==> src/rtl/ps2_host_tx.sv <==
// ps2_host_tx -- host-to-device PS/2 command transmitter.
//
// Sends one command byte (e.g. 0xED set-LEDs, 0xFF reset) to a PS/2 device.
// Both bus lines are open-drain. The *_oe outputs are pull-low enables that
// the top level turns into tri-states. The block never drives a line high.
//
// Ports:
//   clk       system clock (CLOCK_50 domain)
//   reset     asynchronous, active-high; releases both lines and returns to IDLE
//   tx_data   command byte, latched when a start is accepted
//   tx_start  single-cycle start request
//   ps2c_in   raw PS/2 clock line level
//   ps2d_in   raw PS/2 data line level
//   ps2c_oe   1 = pull the clock line low
//   ps2d_oe   1 = pull the data line low
//   busy      high from start acceptance until the done/error pulse cycle
//   tx_done   one-cycle pulse: frame sent and ACKed by the device
//   tx_error  one-cycle pulse: timeout or missing ACK
//
// Start handshake: tx_start is a request strobe with no back-pressure. It is
// taken only while the FSM is in IDLE (busy = 0 and no done/error pulse in
// that cycle). A strobe at any other time is dropped, never queued.
module ps2_host_tx #(
  parameter int INHIBIT_CYCLES = 5000,
  parameter int TIMEOUT_CYCLES = 750000,
  parameter int FILTER_LEN     = 8
) (
  input  logic       clk,
  input  logic       reset,
  input  logic [7:0] tx_data,
  input  logic       tx_start,
  input  logic       ps2c_in,
  input  logic       ps2d_in,
  output logic       ps2c_oe,
  output logic       ps2d_oe,
  output logic       busy,
  output logic       tx_done,
  output logic       tx_error
);

  localparam int CNT_MAX = (INHIBIT_CYCLES > TIMEOUT_CYCLES) ? INHIBIT_CYCLES : TIMEOUT_CYCLES;
  localparam int CW      = $clog2(CNT_MAX + 1);
  localparam int FW      = (FILTER_LEN > 1) ? $clog2(FILTER_LEN) : 1;

  localparam logic [CW-1:0] INH_LAST = CW'(INHIBIT_CYCLES - 1);
  localparam logic [CW-1:0] TO_LAST  = CW'(TIMEOUT_CYCLES - 1);
  localparam logic [FW-1:0] FLT_LAST = FW'(FILTER_LEN - 1);

  typedef enum logic [2:0] {
    S_IDLE, S_INHIBIT, S_REQ, S_SEND, S_WAIT_IDLE, S_DONE, S_ERROR
  } state_t;

  // ---------------------------------------------------------------- input conditioning
  logic [1:0]    c_sync_q, d_sync_q;
  logic          filt_q, filt_d;
  logic [FW-1:0] fcnt_q, fcnt_d;
  logic          fall_q, fall_d;
  logic          c_s, d_s;

  assign c_s = c_sync_q[1];
  assign d_s = d_sync_q[1];

  // Synchronizers and filter reset to the idle (released, high) level so
  // that leaving reset never produces a spurious falling edge.
  always_ff @(posedge clk or posedge reset) begin
    if (reset) begin
      c_sync_q <= 2'b11;
      d_sync_q <= 2'b11;
      filt_q   <= 1'b1;
      fcnt_q   <= '0;
      fall_q   <= 1'b0;
    end else begin
      c_sync_q <= {c_sync_q[0], ps2c_in};
      d_sync_q <= {d_sync_q[0], ps2d_in};
      filt_q   <= filt_d;
      fcnt_q   <= fcnt_d;
      fall_q   <= fall_d;
    end
  end

  // The counter tracks how many consecutive samples disagree with the
  // filtered level; any agreeing sample restarts it.
  always_comb begin
    filt_d = filt_q;
    fcnt_d = '0;
    if (c_s != filt_q) begin
      if (fcnt_q == FLT_LAST) filt_d = c_s;
      else                    fcnt_d = fcnt_q + FW'(1);
    end
    fall_d = filt_q & ~filt_d;
  end

  // ---------------------------------------------------------------- FSM + datapath
  state_t        state_q, state_d;
  logic [CW-1:0] cnt_q, cnt_d;     // inhibit length, then device-edge timeout
  logic [3:0]    idx_q, idx_d;     // falling edges consumed in SEND
  logic [8:0]    sh_q, sh_d;       // {parity, data}, shifted out LSB first
  logic          dat_oe_q, dat_oe_d;

  // State register
  always_ff @(posedge clk or posedge reset) begin
    if (reset) begin
      state_q  <= S_IDLE;
      cnt_q    <= '0;
      idx_q    <= '0;
      sh_q     <= '0;
      dat_oe_q <= 1'b0;
    end else begin
      state_q  <= state_d;
      cnt_q    <= cnt_d;
      idx_q    <= idx_d;
      sh_q     <= sh_d;
      dat_oe_q <= dat_oe_d;
    end
  end

  // Next-state logic
  always_comb begin
    state_d  = state_q;
    cnt_d    = cnt_q;
    idx_d    = idx_q;
    sh_d     = sh_q;
    dat_oe_d = dat_oe_q;
    unique case (state_q)
      S_IDLE: begin
        dat_oe_d = 1'b0;
        if (tx_start) begin
          sh_d    = {~^tx_data, tx_data};  // odd parity
          cnt_d   = '0;
          idx_d   = '0;
          state_d = S_INHIBIT;
        end
      end
      S_INHIBIT: begin
        if (cnt_q == INH_LAST) begin
          cnt_d   = '0;
          state_d = S_REQ;
        end else begin
          cnt_d = cnt_q + CW'(1);
        end
      end
      S_REQ: begin
        // Start bit stays low across the hand-over into SEND.
        dat_oe_d = 1'b1;
        cnt_d    = '0;
        idx_d    = '0;
        state_d  = S_SEND;
      end
      S_SEND: begin
        if (fall_q) begin
          cnt_d = '0;
          if (idx_q < 4'd9) begin
            dat_oe_d = ~sh_q[0];
            sh_d     = {1'b0, sh_q[8:1]};
            idx_d    = idx_q + 4'd1;
          end else if (idx_q == 4'd9) begin
            dat_oe_d = 1'b0;               // stop bit: release the line
            idx_d    = 4'd10;
          end else begin
            // ACK edge: the device must be holding data low.
            state_d = d_s ? S_ERROR : S_WAIT_IDLE;
          end
        end else if (cnt_q == TO_LAST) begin
          state_d = S_ERROR;
        end else begin
          cnt_d = cnt_q + CW'(1);
        end
      end
      S_WAIT_IDLE: begin
        if (filt_q && d_s) begin
          state_d = S_DONE;
        end else if (cnt_q == TO_LAST) begin
          state_d = S_ERROR;
        end else begin
          cnt_d = cnt_q + CW'(1);
        end
      end
      S_DONE: begin
        state_d = S_IDLE;
      end
      S_ERROR: begin
        dat_oe_d = 1'b0;
        state_d  = S_IDLE;
      end
      default: begin
        state_d = S_IDLE;
      end
    endcase
  end

  // Outputs decode from the state register only, so an asynchronous reset
  // releases both lines immediately.
  always_comb begin
    ps2c_oe  = 1'b0;
    ps2d_oe  = 1'b0;
    busy     = 1'b0;
    tx_done  = 1'b0;
    tx_error = 1'b0;
    unique case (state_q)
      S_IDLE: ;
      S_INHIBIT: begin
        ps2c_oe = 1'b1;
        busy    = 1'b1;
      end
      S_REQ: begin
        ps2c_oe = 1'b1;
        ps2d_oe = 1'b1;
        busy    = 1'b1;
      end
      S_SEND: begin
        ps2d_oe = dat_oe_q;
        busy    = 1'b1;
      end
      S_WAIT_IDLE: begin
        busy = 1'b1;
      end
      S_DONE:  tx_done  = 1'b1;
      S_ERROR: tx_error = 1'b1;
      default: ;
    endcase
  end

endmodule

==> config.mk <==
export PLATFORM = sky130hd
export DESIGN_NAME = ps2_host_tx
export DESIGN_NICKNAME = d
export VERILOG_FILES = /design/src/rtl/ps2_host_tx.sv
export SDC_FILE = /design/constraint.sdc
export NUM_CORES = 1
export LEC_CHECK = 0
export ABC_AREA = 1
export BUFFER_PORTS_ARGS = -buffer_cell sky130_fd_sc_hd__buf_2
export CAP_MARGIN = 20
export CORE_MARGIN = 2
export CORE_UTILIZATION = 50
export CTS_CLUSTER_DIAMETER = 30
export DETAILED_ROUTE_END_ITERATION = 6
export PLACE_DENSITY = 0.67
export SYNTH_ARGS = -nofsm -noshare
export SYNTH_HDL_FRONTEND = slang
export SYNTH_SLANG_ARGS = --single-unit
export TNS_END_PERCENT = 50
==> constraint.sdc <==
create_clock -name clk -period 2.19 [get_ports clk]
set_clock_uncertainty 0.15 [all_clocks]
set_input_delay 0.3285 -clock clk [delete_from_list [all_inputs] [get_ports clk]]
set_output_delay 0.3285 -clock clk [all_outputs]
set_load 0.005 [all_outputs]
# [Word level (Yosys, flattened, before mapping)]
# Cells that the tools add are included.
[totals] reg_bits=46 inputBits=13 out_inout_bits=5 elab_cells=88
[classes] add_sub_neg=3 order_cmp=1 n_eq_ne=19 n_mux=37 n_bitwise=3 reduce_logical=15
[op_table] operator="$mux W20" count=5
[op_table] operator="$pmux W20 S5" count=1
[op_table] operator="$mux W3" count=9
[op_table] operator="$mux W9" count=3
[op_table] operator="$add A20 B1 Y20 const B" count=1
[op_table] operator="$eq A20 B13 Y1 const B" count=1
[op_table] operator="$eq A20 B20 Y1 const B" count=1
[op_table] operator="$pmux W9 S2" count=1
[op_table] operator="$mux W4" count=4
[op_table] operator="$pmux W3 S5" count=1
[op_table] operator="$eq A3 B3 Y1 const B" count=4
[op_table] operator="$pmux W4 S3" count=1
[op_table] operator="$reduce_and A4 Y1" count=3
[op_table] operator="$ne A2 B2 Y1 const B" count=5
[op_table] operator="$mux W1" count=9
[op_table] operator="$ne A3 B3 Y1 const B" count=3
[op_table] operator="$reduce_xnor A8 Y1" count=1
[op_table] operator="$eq A3 B2 Y1 const B" count=2
[op_table] operator="$reduce_and A3 Y1" count=2
[op_table] operator="$reduce_bool A3 Y1" count=2
[op_table] operator="$reduce_bool A5 Y1" count=1
[op_table] operator="$add A4 B1 Y4 const B" count=1
[op_table] operator="$eq A4 B4 Y1 const B" count=1
[op_table] operator="$lt A4 B4 Y1 const B" count=1
[op_table] operator="other kinds (13)" count=15

# [Longest topological paths before layout]
[logic_depth] word_depth=5 mapped_depth=12

# [Least setup slack after synthesis]
# OpenSTA, ideal clock, no wires.
[synth_path] kind="register to register" start="register cnt_q[1]" end="register cnt_q[15]" setup_time_ns=0.113 t_arrival_ns=1.384 slack_ns=0.543 stages_incl_launch_ff=11 path_buffers=0 synth_period_minus_slack_ns=1.647 cell_sequence="dfrtp_1 -> ha_1 -> nand2_1 -> nor2_4 -> nand3_1 -> o21ai_1 -> nand2_1 -> nand3_1 -> nand2_1 -> nand2_1 -> inv_1"
[synth_between] elab_chain_cells=4 elab_cells_between_ends=8 cone_classes="add/sub (1); eq/ne (2); mux (5)"
[synth_rtl] item="start, declared" line_no="95" rtl="logic [CW-1:0] cnt_q, cnt_d;"
[synth_rtl] item="start signal, assigned" line_no="110" rtl="cnt_q <= cnt_d;"
[synth_rtl] item="$add A20 B1 Y20 / $eq A20 B20 Y1 (equally long branches)"
[synth_rtl] item="$mux W20" line_no="163, 172"
[synth_rtl] item="$mux W20, on equally long branches" line_no="170, 150"
[synth_rtl] item="$pmux W20 S5 (*)" line_no="124" rtl="unique case (state_q)"
# Mark *: on every way between the ends. The rest lies on a longest branch, timed or not. The select of a mux whose other input is x is not followed.
# A chain may end at the register's enable or synchronous reset.

# [Final worst setup path]
[layout_path] start="register state_q[2]" end="output busy"
[layout_between] elab_chain_cells=3 elab_cells_between_ends=6 cone_classes="eq/ne (4); mux (1); reduce/logical (1)"
[layout_rtl] item="start, declared" line_no="94" rtl="state_t state_q, state_d;"
[layout_rtl] item="start signal, assigned" line_no="109" rtl="state_q <= state_d;"
[layout_rtl] item="$eq A3 B3 Y1 (tied with other cells)" line_no="199" rtl="unique case (state_q)"
[layout_rtl] item="$reduce_or A4 Y1 (no line) (*)"
[layout_rtl] item="$mux W1 (*)" line_no="199"
[layout_rtl] item="end, declared" line_no="36" rtl="output logic busy,"
# Mark *: on every way between the ends. The rest lies on a longest branch, timed or not.

==> out/metrics.cfg <==
[outcome]
outcome = complete, no violations

[timing]
holdWs_ns = 0.00748
drv_slew = 0
tightest_slew_ns = 0.592
hold_viol_final = 0
max_freq_mhz = 487
rsz0062_at_grt = no
fin_crit_ns = 2.05
relSlewSlack = 0.605
setup_ws_ns = 0.136
period_share = 0.938
finalSetupViolCount = 0
fin_setup_tns_ns = 0

[logic_synthesis]
synth_cell_types = 32
yosys.area.top_type = dfrtp_1
mappedNetlistArea_mm2 = 0.00315
synth_area_leaders = dfrtp_1 (33%), nand2_1 (17%), nand3_1 (9.2%), nor2_1 (6.0%), inv_1 (5.6%)
seq_area_frac_synth = 0.368
ys_ff_latch = 46
avgSynthCellArea_um2 = 6.81
synth_top_area_frac = 0.326
synth-warning-count = 0
syn_nets = 481
syn_inst = 462

[cells_and_area]
layout.cells.non_filler = 559
finalNetCount = 502
diodes = 0
design_area_mm2 = 0.00342
syn_to_final_growth_pct = 8.87
drive_gt1_frac = 0.114

[cts]
cts_buffers = 5
cts_tree = done
clock_latency_ns = 0.31
htree_num_levels = 2
clk_pin_slew_ns = 0.09
root_buffer = clkbuf_8
post_cts_buffers = 0
clockBufferDepth = 2
cts_sinks = 46

[detailed_routing]
vias = 3040
antenna_left = 0
drt_iter0_markers = 291
routed_wl_mm = 7.48
post_drt_via_cell_ratio = 5.44
dr.pass1.iters = 5
post_drt_wl_per_cell_um = 13.4
drc = 0

[pwr]
powerDensity_mw_per_mm2 = 875
p_leak_nw = 1.67
ir_worst_vdd_mv = 0.593

[place]
dp_hpwl_mm = 5.47
place_inst = 549
dpl-instance-area_mm2 = 0.00331
globalplace.congestion = 0.974
io_buffers = 17
pre_cts_slack_ns = 0.275

[grt]
grt_pass1_vias = 2941
grt-ovfl-total = 0
grt_pass1_wl_mm = 13.2
antenna_found_initial = 0
grtUsageTotal = 0.230
grt_max_degree = 47

[run]
drv_cap = 0

[worst_setup_path]
slowest_delay_ns = 0.41
critPathCaptureType = output pin
path_buf_inv = 3
worstSetupStartpointType = flip-flop
path_delay_family = buffers and inverters
cp_max_fo = 15
worstPathRequired_ns = 1.71
path_common_cell = inv_2
rrSetupSlack_ns = 0.25
worstSetupPathType = flip-flop to output pin
crit_chain = inv_2, nand2_4, nor2_8, inv_2, nand4_1, buf_2
arrival_ns = 1.58
slowest_stage = dfrtp_1

[die]
core_area_mm2 = 0.00599
dieArea_mm2 = 0.00694
die_x_um = 83.3
rows = 28
ios = 18
floorplan.initialDensity = 0.525
die_h_um = 83.3

[worst_hold_path]
worstHoldPathType = input port to async pin

## flip-flops by register name, indices dropped and copies added, names as in the netlist, 2 cells and up
signal and count:
d_sync_q 2, sh_q 9, fcnt_q 3, c_sync_q 2
cnt_q 20, state_q 3, idx_q 4
## area by class of cell
cell class | count | area [µm²]
Timing Repair Buffer | 26 | 158
Inverter | 52 | 195
Sequential cell | 46 | 1160
Multi-Input combinational cell | 352 | 1730
Fill cell | 580 | 2570
Clock inverter | 1 | 8.76
Clock buffer | 7 | 86.3
Tap cell | 75 | 93.8
## worst register-to-register path, delay by kind of cell (launching register included)
| kind | cells | cell delay (ns) |
|---|---|---|
| and+or+nand+nor | 6 | 0.88 |
| DFF | 1 | 0.41 |
| adders and majority gates | 1 | 0.22 |
| AOI/OAI and AO/OA | 2 | 0.19 |
## synthesized netlist by cell type, drive strengths merged
cell type	number
a21oi	8
a31oi	9
buf	9
clkbuf	3
dfrtp	41
dfstp	5
ha	6
inv	52
nand2	148
nand3	59
nand3b	2
nand4	20
nor2	56
nor3	7
o21ai	20
o21bai	1
o22ai	2
xnor2	8
xor2	6
## power by group
group	switching, mW	leakage (nW)	internal [mW]
combinational	0.864	1.03	0.408
sequential	0.109	0.591	1.04
clock	0.317	0.0489	0.262
## logic make-up (layout without fill, tap and decap cells)
group / Yosys count / after routing / synth area share
adder cells (fa/ha/maj): 6 / 6 / 0.0239
AND/OR/NAND/NOR: 292 / 292 / 0.413
XOR/XNOR: 14 / 14 / 0.0390
AO/OA/AOI/OAI: 40 / 40 / 0.0724
flip-flops: 46 / 46 / 0.368
buffers and inverters: 64 / 86 / 0.0835
## final timing paths
kind	start	to	cells past startpoint
max	state_q[2]	busy	6
min	reset	fcnt_q[0]	3
max reg2reg	cnt_q[1]	cnt_q[0]	9
min reg2reg	d_sync_q[0]	d_sync_q[1]	0
max in group asynchronous	reset	cnt_q[10]	3
min in group clk	tx_data[1]	sh_q[1]	3
## timing repair
| action | CTS | global route |
|---|---|---|
| endpoints found under the hold margin | 2 | 0 |
| hold buffers | 2 | 0 |
| resized for setup | 0 | 0 |
## layout by cell type, fill, tap and decap left out, types with 4 or more instances in the layout
cell and count:
nor3_1 6, clkbuf_8 6, nand2_1 144, inv_1 46, ha_1 6, a21oi_1 7, nand3_1 58, nor2_1 50
buf_2 17, o21ai_0 16, xor2_1 6, inv_2 6, dfstp_2 5, o21ai_1 4, nand4_1 20, xnor2_1 8
dfrtp_1 41, a31oi_1 9, buf_4 7
## routing by layer
metal,vias up,track usage,part of all wire
met4,0,0.0820,0.011
met5,-,0,0
met3,8,0.0358,0.049
met2,93,0.386,0.47
met1,1396,0.301,0.47
li1,1543,-,-
## through the flow
stage	util	power, mW
CTS	0.572	3.00
detailed placement	0.552	2.42
global route	0.572	3.25
floorplan	-	2.12
finish	0.572	3.00
global placement	0.552	2.39
(Power assumes the default switching activity.)
